### config.mk
export PLATFORM = sky130hd
export DESIGN_NAME = unified_mem_arbiter
export DESIGN_NICKNAME = d
export VERILOG_FILES = /design/src/rtl/unified_mem_arbiter.sv
export SDC_FILE = /design/constraint.sdc
export NUM_CORES = 1
export LEC_CHECK = 0
export CAP_MARGIN = 20
export CORE_MARGIN = 3
export CORE_UTILIZATION = 37
export CTS_CLUSTER_SIZE = 25
export DETAILED_ROUTE_END_ITERATION = 12
export GPL_TIMING_DRIVEN = 0
export PLACE_DENSITY = 0.8
export SLEW_MARGIN = 20
export SYNTH_ARGS = -nofsm -noshare
export SYNTH_HDL_FRONTEND = slang
export SYNTH_SLANG_ARGS = --single-unit
### constraint.sdc
create_clock -name clk -period 4.72 [get_ports clk]
set_input_delay 0.944 -clock clk [delete_from_list [all_inputs] [get_ports clk]]
set_output_delay 0.944 -clock clk [all_outputs]
set_load 0.05 [all_outputs]
### src/rtl/unified_mem_arbiter.sv
// unified_mem_arbiter: shares one fixed-latency unified memory between the core and a debug port.
// Optional ARB_PERF_EN adds saturating per-port grant counters.
`default_nettype none

module unified_mem_arbiter #(
  parameter int AW            = 32,
  parameter int DW            = 32,
  parameter int MEM_LAT       = 2,
  parameter int MAX_CPU_BURST = 4
) (
  input  logic          clk,
  input  logic          reset,
  input  logic          i_cpu_req,
  input  logic          i_cpu_we,
  input  logic [AW-1:0] i_cpu_addr,
  input  logic [DW-1:0] i_cpu_wdata,
  output logic [DW-1:0] o_cpu_rdata,
  output logic          o_cpu_ready,
  input  logic          i_dbg_req,
  input  logic          i_dbg_we,
  input  logic [AW-1:0] i_dbg_addr,
  input  logic [DW-1:0] i_dbg_wdata,
  output logic [DW-1:0] o_dbg_rdata,
  output logic          o_dbg_ready,
  output logic          o_mem_en,
  output logic          o_mem_we,
  output logic [AW-1:0] o_mem_addr,
  output logic [DW-1:0] o_mem_wdata,
  input  logic [DW-1:0] i_mem_rdata,
  output logic          o_busy,
`ifdef ARB_PERF_EN
  output logic [15:0]   o_cpu_grant_cnt,
  output logic [15:0]   o_dbg_grant_cnt,
`endif
  output logic          o_owner
);

  localparam logic [1:0] S_IDLE   = 2'd0;
  localparam logic [1:0] S_ACCESS = 2'd1;
  localparam logic [1:0] S_RESP   = 2'd2;

  localparam int LW = (MEM_LAT > 1) ? $clog2(MEM_LAT) : 1;
  localparam int SW = $clog2(MAX_CPU_BURST + 1);
  localparam logic [LW-1:0] LAT_INIT   = LW'(MEM_LAT - 1);
  localparam logic [SW-1:0] STREAK_MAX = SW'(MAX_CPU_BURST);

  logic [1:0]    r_state;
  logic          r_owner;
  logic          r_we;
  logic [AW-1:0] r_addr;
  logic [DW-1:0] r_wdata;
  logic [LW-1:0] r_lat_cnt;
  logic [SW-1:0] r_cpu_streak;
  logic [DW-1:0] r_cpu_rdata;
  logic [DW-1:0] r_dbg_rdata;

  logic w_grant_dbg;
  logic w_grant_cpu;
  logic w_idle;
  logic w_last;

  // Debug only overtakes a requesting CPU once the CPU has used its burst allowance.
  assign w_idle      = (r_state == S_IDLE);
  assign w_grant_dbg = w_idle && i_dbg_req && (!i_cpu_req || (r_cpu_streak == STREAK_MAX));
  assign w_grant_cpu = w_idle && i_cpu_req && !w_grant_dbg;
  assign w_last      = (r_lat_cnt == '0);

  always_ff @(posedge clk or posedge reset) begin
    if (reset) begin
      r_state      <= S_IDLE;
      r_owner      <= 1'b0;
      r_we         <= 1'b0;
      r_addr       <= '0;
      r_wdata      <= '0;
      r_lat_cnt    <= '0;
      r_cpu_streak <= '0;
      r_cpu_rdata  <= '0;
      r_dbg_rdata  <= '0;
    end else begin
      case (r_state)
        S_IDLE: begin
          if (w_grant_cpu || w_grant_dbg) begin
            r_owner   <= w_grant_dbg;
            r_we      <= w_grant_dbg ? i_dbg_we    : i_cpu_we;
            r_addr    <= w_grant_dbg ? i_dbg_addr  : i_cpu_addr;
            r_wdata   <= w_grant_dbg ? i_dbg_wdata : i_cpu_wdata;
            r_lat_cnt <= LAT_INIT;
            r_state   <= S_ACCESS;
          end
          if (w_grant_dbg || !i_dbg_req) begin
            r_cpu_streak <= '0;
          end else if (w_grant_cpu && (r_cpu_streak != STREAK_MAX)) begin
            r_cpu_streak <= r_cpu_streak + SW'(1);
          end
        end
        S_ACCESS: begin
          if (w_last) begin
            if (!r_we) begin
              if (r_owner) r_dbg_rdata <= i_mem_rdata;
              else         r_cpu_rdata <= i_mem_rdata;
            end
            r_state <= S_RESP;
          end else begin
            r_lat_cnt <= r_lat_cnt - LW'(1);
          end
        end
        S_RESP:  r_state <= S_IDLE;
        default: r_state <= S_IDLE;
      endcase
    end
  end

`ifdef ARB_PERF_EN
  always_ff @(posedge clk or posedge reset) begin
    if (reset) begin
      o_cpu_grant_cnt <= '0;
      o_dbg_grant_cnt <= '0;
    end else begin
      if (w_grant_cpu && (o_cpu_grant_cnt != 16'hFFFF)) o_cpu_grant_cnt <= o_cpu_grant_cnt + 16'd1;
      if (w_grant_dbg && (o_dbg_grant_cnt != 16'hFFFF)) o_dbg_grant_cnt <= o_dbg_grant_cnt + 16'd1;
    end
  end
`endif

  // Strobes decode straight from state so an async reset removes them immediately.
  assign o_mem_en    = (r_state == S_ACCESS);
  assign o_mem_we    = o_mem_en && r_we && w_last;
  assign o_mem_addr  = r_addr;
  assign o_mem_wdata = r_wdata;
  assign o_cpu_ready = (r_state == S_RESP) && !r_owner;
  assign o_dbg_ready = (r_state == S_RESP) &&  r_owner;
  assign o_cpu_rdata = r_cpu_rdata;
  assign o_dbg_rdata = r_dbg_rdata;
  assign o_busy      = (r_state == S_ACCESS) || (r_state == S_RESP);
  assign o_owner     = r_owner;

endmodule

`default_nettype wire

# Word level (Yosys, flattened, before mapping)
# Cells that the tools add are included.
[classes]
add_sub_neg = 2
n_eq_ne = 6
mux = 11
bitwise = 3
reduce_logical = 26
[op_table]
columns = ["cell", "count"]
rows = [
  ["$mux 32", 2],
  ["$logic_and 1x1->1", 9],
  ["$reduce_and 2->1", 4],
  ["$reduce_and 4->1", 2],
  ["$mux 3", 2],
  ["$logic_not 1->1", 4],
  ["$logic_or 1x1->1", 4],
  ["$mux 2", 2],
  ["$pmux 2 s2", 1],
  ["$reduce_bool 2->1", 2],
  ["$add 3x1->3 const B", 1],
  ["$eq 3x3->1 const B", 1],
  ["$mux 1", 3],
  ["$ne 3x3->1 const B", 1],
  ["$not 1->1", 3],
  ["$eq 2x1->1 const B", 1],
  ["$eq 2x2->1 const B", 1],
  ["$logic_not 2->1", 1],
  ["$ne 2x1->1 const B", 1],
  ["$ne 2x2->1 const B", 1],
  ["$pmux 1 s2", 1],
  ["$sub 1x1->1 const B", 1],
]
[totals]
register_bits = 136
in_bits = 166
out_inout_bits = 134
elab_cells = 57

# Depth between registers and ports, before layout
# Gate-level depths: netlist of run 1.
[logic_depth]
word_depth = 8
ltp_mapped = 8
depth_no_buf = 5

# Worst setup path after synthesis of run 1
# OpenSTA, ideal clock, no wires.
[synth_path]
path_kind = "register -> output"
startpoint = "register r_state[1]"
endpoint = "output port o_mem_we"
arrival_ns = 1.565
path_slack_ns = 2.211
path_stages_with_launch = 4
path_cell_list = "dfrtp_1 > inv_1 > ha_1 > and3_1"
[synth_between]
elab_chain_cells = 3
[synth_rtl]
columns = ["item", "line_no", "rtl"]
rows = [
  ["start, declared", "47", "logic [1:0] r_state;"],
  ["start signal, assigned", "70", "r_state <= S_IDLE;"],
  ["start signal, assigned", "88", "r_state <= S_ACCESS;"],
  ["start signal, assigned", "102", "r_state <= S_RESP;"],
  ["$eq 2x1->1", "126", "assign o_mem_en = (r_state == S_ACCESS);"],
  ["named net o_mem_en", "25", "output logic o_mem_en,"],
  ["$logic_and 1x1->1 (2 in a row)", "127", "assign o_mem_we = o_mem_en && r_we && w_last;"],
  ["end, declared", "26", "output logic o_mem_we,"],
]
# The timed path passes the listed nets, and every way through them passes these cells.

# Worst setup path after layout of run 1
[layout_path]
startpoint = "register r_state[1]"
endpoint = "output port o_mem_we"
[layout_between]
elab_chain_cells = 3
[layout_rtl]
columns = ["item", "line_no"]
rows = [
  ["$eq 2x1->1", "126"],
  ["$logic_and 1x1->1 (2 in a row)", "127"],
]
# No other way between the ends.

==> results of run 1 <==
-- logic make-up after synthesis --
logic type	synth area share
buffers and inverters	0.0499
AO/OA/AOI/OAI	0.213
AND/OR/NAND/NOR	0.0532
multiplexers	0.120
flip-flops	0.550
adder cells (fa/ha/maj)	0.0142
-- area by class of cell --
type / instances / area [um2]
inverters: 7 / 33.8
well taps: 216 / 270
clock inverters: 15 / 133
multi-input cells: 359 / 2480
plain buffers: 58 / 283
clock buffers: 17 / 425
repair buffers: 299 / 3010
fillers: 1329 / 6080
flip-flops and latches: 136 / 3400
-- state kept, by name, summed over array words and instances (netlist names), 2 cells and up --
| signal | flops |
|---|---|
| o_mem_wdata | 32 |
| o_cpu_rdata | 32 |
| o_mem_addr | 32 |
| r_state | 2 |
| o_dbg_rdata | 32 |
| r_cpu_streak | 3 |
-- report_power, final --
| group | total [mW] | internal (mW) | leakage [nW] | switching (mW) |
|---|---|---|---|---|
| clock | 1.25 | 0.693 | 0.271 | 0.556 |
| sequential | 2.06 | 1.74 | 1.61 | 0.322 |
| combinational | 4.91 | 1.70 | 2.14 | 3.22 |
| total | 8.23 | 4.13 | 4.02 | 4.09 |
-- metal layers --
metal / vias to the layer above / global-route usage
met1: 2862 / 0.246
li1: 2715 / -
met4: 0 / 0.0773
met3: 38 / 0.0817
met5: - / 0
met2: 273 / 0.371
-- placed cells by master (no fill, tap or decap), types with 6 or more instances in the layout --
master,instances
clkdlybuf4s50_1,298
dfrtp_1,136
nor2_1,66
o21ai_0,65
a41oi_1,65
a21oi_1,65
mux2_2,62
clkbuf_1,28
buf_2,21
clkbuf_16,17
ha_1,7
o21ai_1,6
inv_1,6
inv_6,6
-- through the flow --
step	area, um2	utilization	total power [mW]
2_1_floorplan	6190	-	5.26
3_3_place_gp	9440	0.586	6.93
3_5_place_dp	9480	0.588	7.01
4_1_cts	10000	0.623	8.29
5_1_grt	10000	0.623	8.65
6_report	10000	0.623	8.23
-- how the worst max path moves through the flow --
stage | from | to | slack [ns] | cells past startpoint
final | r_state[1]$_DFFE_PP0P_ | o_mem_we | 1.51 | 4
after global routing | r_state[1]$_DFFE_PP0P_ | o_mem_we | 1.36 | 4
after CTS | r_state[1]$_DFFE_PP0P_ | o_mem_we | 1.47 | 4
after detailed placement | r_state[1]$_DFFE_PP0P_ | o_mem_we | 1.91 | 4
after global placement | reset | o_mem_wdata[4]$_DFFE_PP0P_ | -1.89 | 2
after floorplan | reset | o_cpu_rdata[0]$_DFFE_PP0P_ | 0.14 | 1
-- critical path, stage by stage (launching register included) --
cell and delay, ns:
dfrtp_1 0.39, inv_1 0.13, ha_1 0.30, and3_1 0.19, clkdlybuf4s50_1 0.84
==> run metrics, run 1 <==
Met2 Routed Length 10,100 um; Port Buffers 298; HP Start o_cpu_rdata[26]$_DFFE_PP0P_; layout cells sized above 1 0.144; worst r2r src r_state[0]$_DFFE_PP0P_; postcts setup bufs 0; vias per std cell 5.32; clock transition time at the flip-flop clock pins of the worst setup and hold paths 0.06 ns; Slew Limit Fails 0; PostCTS Resize Cnt 0; Static Leak 4.02 nW; # IOs 300; PwrDens 820 mW/mm2; setup violators final 0; Final Non-Filler Cells 1,107; most area-consuming cells after synthesis dfrtp_1 (55%), mux2_2 (11%), a41oi_1 (9.2%); HPWL after DPL 15,200 um; number of global-route vias before repair 5,904; DR vias 5,888; sequential area share after synthesis 0.550; ANT cells 0; row count 46; GP Congestion 0.855; maxcap violations 0; R2R cell count 8; Slew @ Worst Pin 0.572 ns; Wirelength per Cell 18.4 um; PnR worst setup slack 1.51 ns; Post-Syn Nets 733; cell accounting for the most synthesized area dfrtp_1; clock buffer depth 2; Hold Path End o_cpu_rdata[26]$_DFFE_PP0P_; Yosys cell types 30; syn avg cell area 11.1 um2; DP Worst Slack 1.91 ns; Layout Nets 1,051; synthesized area 0.00619 mm2; CTS tree done; number of synthesized register bits 136; first-pass GRT wire length 31,000 um; Peak VDD IR 0.403 mV; CP arrival 2.27 ns; Final min period 3.21 ns; Crit. End Element output port; overall routing resource usage 0.216; Async S/R FF share, synth 1.00; Fmax 0.311 GHz; DRT met1 WL 7870 um; Final Hold Viols 0; R2R setup slack 2.65 ns; routed wire length 20,300 um; Synth top area share 0.550; Slew headroom 0.617; Worst setup SP type register; Setup TNS 0 ns; type of the tightest min-delay check reg -> reg; status finished clean; Hold WS 0.491 ns; CTS Hold Bufs 0; drt first pass iters 4; H-tree levels 4; CP Max Fanout 7; Die Y 135 um; GRT overflow 0; Primary FF master, synth dfrtp_1; die area 0.0183 mm2; antenna-violating nets left 0; Die X 135 um; initial DRC count 262; Post-Synthesis Cells 560; crit share post-route 0.681; max layer used met4; YS warnings 0; Clock Sink Count 136; Root Driver clkbuf_16; initial core utilization 0.384; largest net degree at the start of global routing 104; Routed met3 length 1860 um; worst hold stages 1; Clock Latency Late Sink 0.41 ns; RSZ-0062 raised after global routing false; antenna violations before repair 0; cell count after placement 1,075; Area Overhead vs Synth 62.2%; clock skew 0.0113 ns; Num CTS Buffers 17; kind of critical path reg -> out; Post-synth EDFFs 0; most frequent cell after synthesis dfrtp_1; Commonest cells post-synth dfrtp_1 (136), nor2_1 (66), a21oi_1 (65), a41oi_1 (65), o21ai_0 (65); DRC 0; Critical Path RT 3.78 ns; R2R Path End o_mem_addr[31]$_DFFE_PP0P_; CORE AREA 0.0161 mm2
Note: power is estimated with default switching activity, not from simulation.
==> run 2, diff against run 1 <==
--- a/config.mk
+++ b/config.mk
@@ -7,11 +7,11 @@
 export LEC_CHECK = 0
 export CAP_MARGIN = 20
 export CORE_MARGIN = 3
-export CORE_UTILIZATION = 37
+export CORE_UTILIZATION = 40
 export CTS_CLUSTER_SIZE = 25
 export DETAILED_ROUTE_END_ITERATION = 12
 export GPL_TIMING_DRIVEN = 0
-export PLACE_DENSITY = 0.8
+export PLACE_DENSITY = 0.82
 export SLEW_MARGIN = 20
 export SYNTH_ARGS = -nofsm -noshare
 export SYNTH_HDL_FRONTEND = slang
==> constraint.sdc (replaced) <==
create_clock -name clk -period 3 [get_ports clk]
set_input_delay 0.6 -clock clk [delete_from_list [all_inputs] [get_ports clk]]
set_output_delay 0.6 -clock clk [all_outputs]
set_load 0.05 [all_outputs]
==> run metrics, run 2 (synthesis results as in run 1) <==
status finished clean; CP max stage cell clkdlybuf4s50_1; CTS tree done; DR vias 5,871 (-0.29%); Final Non-Filler Cells 1,078 (-2.6%); Clock Latency Late Sink 0.41 ns (about the same); CP arrival 2.26 ns (about the same); Setup TNS 0 ns (unchanged); row count 44 (-4.3%); HPWL after DPL 15,100 um (-0.50%); grt met2 use 0.394 (+0.0229); Static Leak 4.03 nW (+0.35%); antenna-violating nets left 0 (unchanged); Area Overhead vs Synth 62.4%; Crit. End Element output port; GP Congestion 0.844 (-1.3%); maxcap violations 0 (unchanged); Final min period 2.86 ns; clock transition time at the flip-flop clock pins of the worst setup and hold paths 0.06 ns (about the same); CP max stage delay 0.85 ns (about the same); CTS Hold Bufs 0 (unchanged); Critical Path RT 2.40 ns (-1.38 ns); Layout Nets 1,054 (+0.29%); Worst setup SP type register; grt met3 use 0.0711 (-0.0106); CP Buf/Inv Count 2 (unchanged); number of global-route vias before repair 5,895 (-0.15%); Fmax 0.350 GHz; Die Y 130 um (-3.7%); CORE AREA 0.0148 mm2 (-8.1%); cell count after placement 1,046 (-2.7%); clock buffer depth 2 (unchanged); met1 GRT Util 0.284 (+0.0381); Slew Limit Fails 0 (unchanged); Root Driver clkbuf_16; CP Max Fanout 7 (unchanged); setup violators final 0 (unchanged); crit path cell chain inv_1 -> ha_1 -> and3_1 -> clkdlybuf4s50_1; H-tree levels 4 (unchanged); fillers 1,166 (-12%); FF+latch area 0.00340 mm2 (unchanged); first-pass GRT wire length 30,900 um (-0.53%); vias per std cell 5.45 (+2.4%); crit share post-route 0.952; RSZ-0062 raised after global routing false; Final Hold Viols 0 (unchanged); Port Buffers 298 (unchanged); layout cells sized above 1 0.145 (+0.00176); postcts setup bufs 0 (unchanged); kind of critical path reg -> out; initial DRC count 310 (+18%); PostCTS Resize Cnt 0 (unchanged); largest net degree at the start of global routing 35 (-66%); CP top delay family buffers and inverters; Die X 130 um (-3.7%); GRT overflow 0 (unchanged); DRC 0 (unchanged); PwrDens 1290 mW/mm2 (+58%); multi-input combinational cell area 0.00248 mm2 (unchanged); overall routing resource usage 0.233 (+0.0175); clock skew 0.00834 ns (-0.00301 ns); Clock Sink Count 136 (unchanged); drt first pass iters 5 (+1); initial core utilization 0.418 (+0.0339); # IOs 300 (unchanged); die area 0.0170 mm2 (-7.2%); routed wire length 20,400 um (+0.27%); antenna violations before repair 0 (unchanged); Num CTS Buffers 17 (unchanged); Wirelength per Cell 18.9 um (+3.0%); commonest non-fill, non-tap cells in the layout clkdlybuf4s50_1 (298), dfrtp_1 (136), nor2_1 (66); GRT busiest layer met2; Slew headroom 0.602 (-0.0153); type of the tightest min-delay check reg -> reg; Slew @ Worst Pin 0.595 ns (+0.0228 ns); ANT cells 0 (unchanged); Peak VDD IR 0.681 mV (+69%); commonest non-fill, non-tap cell in the layout clkdlybuf4s50_1
-- run 2: routing by layer --
metal  vias to the layer above  routed length, um
li1                       2730                  -
met3                        39               1850
met1                      2786               8050
met5                         -                  0
met4                         0                561
met2                       316               9910
-- run 2: layout make-up --
cell class,count,share of cell area
Multi-Input combinational cell,359,0.246
Inverter,7,0.00299
Clock inverter,14,0.0137
Tap cell,184,0.0229
Clock buffer,18,0.0427
Timing Repair Buffer,302,0.305
Sequential cell,136,0.339
Buffer,58,0.0281
-- run 2: final timing paths --
check                                            start                           to  slack (ns)  cells after the start
setup / recovery                r_state[1]$_DFFE_PP0P_                     o_mem_we        0.14                      4
hold / removal             o_cpu_rdata[26]$_DFFE_PP0P_  o_cpu_rdata[26]$_DFFE_PP0P_        0.50                      1
setup reg to reg                r_state[0]$_DFFE_PP0P_  o_mem_wdata[22]$_DFFE_PP0P_        0.93                      8
hold reg to reg            o_cpu_rdata[26]$_DFFE_PP0P_  o_cpu_rdata[26]$_DFFE_PP0P_        0.50                      1
max in group asynchronous                        reset  o_cpu_rdata[16]$_DFFE_PP0P_        1.77                      4
min in group asynchronous                        reset   o_mem_addr[21]$_DFFE_PP0P_        0.51                      2
-- run 2: where the power goes --
part           switching, mW  total, mW  internal (mW)
Clock                  0.846       2.01           1.16
Sequential             0.497       3.24           2.74
Combinational           5.07       7.75           2.68
-- run 2: through the flow --
stage          cell area (um2)  power, mW  setup slack (ns)  hold WS [ns]  utilization
4_1_cts                  10100       13.1             0.111         0.497        0.679
2_1_floorplan             6190       8.28             0.707         0.484            -
3_5_place_dp              9490       11.0             0.540         0.480        0.641
5_1_grt                  10100       13.6            0.0229         0.508        0.679
3_3_place_gp              9410       10.9            -0.569         0.467        0.635
6_report                 10100       13.0             0.143         0.496        0.679
-- run 2: worst reg2reg max path, cell delays in order, from the launching register on --
cell and delay (ns):
dfrtp_1 0.39, inv_1 0.09, ha_1 0.20, buf_2 0.16, nand2_1 0.16, buf_2 0.30, clkbuf_1 0.38, o21ai_0 0.18
a21oi_1 0.14
==> run 3, diff against run 2 <==
--- a/config.mk
+++ b/config.mk
@@ -6,13 +6,12 @@
 export NUM_CORES = 1
 export LEC_CHECK = 0
 export CAP_MARGIN = 20
-export CORE_MARGIN = 3
+export CORE_MARGIN = 5
 export CORE_UTILIZATION = 40
 export CTS_CLUSTER_SIZE = 25
 export DETAILED_ROUTE_END_ITERATION = 12
 export GPL_TIMING_DRIVEN = 0
 export PLACE_DENSITY = 0.82
-export SLEW_MARGIN = 20
 export SYNTH_ARGS = -nofsm -noshare
 export SYNTH_HDL_FRONTEND = slang
 export SYNTH_SLANG_ARGS = --single-unit
==> run metrics, run 3 (synthesis results as in run 1) <==
H-tree levels 4 (unchanged); row count 45 (+2.3%); Die X 134 um (+3.1%); ANT cells 0 (unchanged); CP arrival 2.25 ns (about the same); drt first pass iters 4 (-1); crit share post-route 0.951 (about the same); HPWL after DPL 15,400 um (+2.1%); Root Driver clkbuf_16; clock transition time at the flip-flop clock pins of the worst setup and hold paths 0.06 ns (about the same); CP top delay family buffers and inverters; die area 0.0181 mm2 (+6.2%); type of the tightest min-delay check reg -> reg; Setup TNS 0 ns (unchanged); maxcap violations 0 (unchanged); sequential group share of total power 0.249 (about the same); Worst setup SP type register; GP Congestion 0.842 (-0.23%); overall routing resource usage 0.229 (-0.00489); commonest non-fill, non-tap cells in the layout clkdlybuf4s50_1 (298), dfrtp_1 (136), nor2_1 (66); Hold WS 0.483 ns (-0.0131 ns); Cell Int Power 6.65 mW (+1.1%); # IOs 300 (unchanged); antenna violations before repair 0 (unchanged); fillers 1,188 (+1.9%); Die Y 134 um (+3.1%); Fmax 0.350 GHz (about the same); CORE AREA 0.0152 mm2 (+2.7%); CP Buf/Inv Count 2 (unchanged); antenna-violating nets left 0 (unchanged); CP Max Fanout 7 (unchanged); Static Leak 4.03 nW (-0.12%); Slew Limit Fails 0 (unchanged); Num CTS Buffers 17 (unchanged); Final Hold Viols 0 (unchanged); setup violators final 0 (unchanged); commonest non-fill, non-tap cell in the layout clkdlybuf4s50_1; Port Buffers 298 (unchanged); RSZ-0062 raised after global routing false; first-pass GRT wire length 32,400 um (+4.8%); Clock Sink Count 136 (unchanged); CTS Hold Bufs 0 (unchanged); Net Sw Power 6.37 mW (-0.61%); vias per std cell 5.46 (+0.27%); switching share of power 0.489 (-0.00434); multi-input combinational cell area 0.00248 mm2 (unchanged); DR vias 5,898 (+0.46%); Total Power 13.0 mW (+0.27%); PwrDens 1300 mW/mm2 (+0.38%); CTS tree done; Slew @ Worst Pin 0.567 ns (-0.0278 ns); GRT overflow 0 (unchanged); initial core utilization 0.407 (-0.0108); CP max stage delay 0.85 ns (about the same); largest net degree at the start of global routing 45 (+29%); status finished clean; crit path cell chain inv_1 -> ha_1 -> and3_1 -> clkdlybuf4s50_1; clock power share 0.155 (about the same); routed wire length 20,900 um (+2.6%); Comb pwr share 0.595 (about the same); Layout Nets 1,053 (-0.095%); clock skew 0.00946 ns (+0.00112 ns); Critical Path RT 2.40 ns (about the same); Clock Latency Late Sink 0.42 ns (about the same); number of global-route vias before repair 6,079 (+3.1%); FF+latch area 0.00340 mm2 (unchanged); Slew headroom 0.621 (+0.0186); Peak VDD IR 0.697 mV (+2.3%); PostCTS Resize Cnt 0 (unchanged); final core occ 0.660 (-0.0183); Wirelength per Cell 19.4 um (+2.4%); Crit. End Element output port; postcts setup bufs 0 (unchanged); CP max stage cell clkdlybuf4s50_1; initial DRC count 274 (-12%); clock buffer depth 2 (unchanged); Final min period 2.85 ns (-0.00275 ns); DRC 0 (unchanged); Area Overhead vs Synth 62.3%; layout cells sized above 1 0.143 (-0.00192); kind of critical path reg -> out
## run 3: cell count changes in the layout (fill, tap and decap cells not counted), sizes merged
cell and delta:
inv -6, buf -1, clkbuf +1, bufinv +1
clkinv +3
## run 3: power groups by stage
stage / clock [mW] / sequential, mW / combinational, mW
floorplan: 0 / 6.21 / 2.07
global placement: 0 / 3.23 / 7.68
detailed placement: 0 / 3.27 / 7.76
CTS: 2.06 / 3.25 / 7.78
global route: 2.15 / 3.38 / 8.15
finish: 2.02 / 3.25 / 7.75
## run 3: metrics by stage
stage,area [um2],worst slack [ns],instances
2_1_floorplan,6190,0.707,560
3_3_place_gp,9410,-0.580,1046
3_5_place_dp,9470,0.545,1049
4_1_cts,10000,0.112,1080
5_1_grt,10000,0.0140,1080
6_report,10000,0.146,1080
## run 3: final timing paths
check | start | end | slack [ns] | cells past startpoint
setup / recovery | r_state[1]$_DFFE_PP0P_ | o_mem_we | 0.15 | 4
hold / removal | o_dbg_rdata[25]$_DFFE_PP0P_ | o_dbg_rdata[25]$_DFFE_PP0P_ | 0.48 | 1
setup reg to reg | r_state[0]$_DFFE_PP0P_ | o_mem_addr[1]$_DFFE_PP0P_ | 0.93 | 7
hold reg to reg | o_dbg_rdata[25]$_DFFE_PP0P_ | o_dbg_rdata[25]$_DFFE_PP0P_ | 0.48 | 1
max in group asynchronous | reset | o_mem_wdata[24]$_DFFE_PP0P_ | 1.61 | 4
min in group asynchronous | reset | o_cpu_rdata[6]$_DFFE_PP0P_ | 0.57 | 2
## run 3: layout make-up
class	instances	share of cell area
plain buffers	58	0.0282
clock buffers	19	0.0441
clock inverters	12	0.0127
inverters	7	0.00299
multi-input cells	359	0.247
flip-flops and latches	136	0.339
well taps	188	0.0234
repair buffers	301	0.303
## run 3: layer usage
metal,wire length [um],track usage,vias up
li1,-,-,2705
met1,8400,0.270,2888
met2,10300,0.385,268
met3,1710,0.0806,37
met4,529,0.0826,0
met5,0,0,-
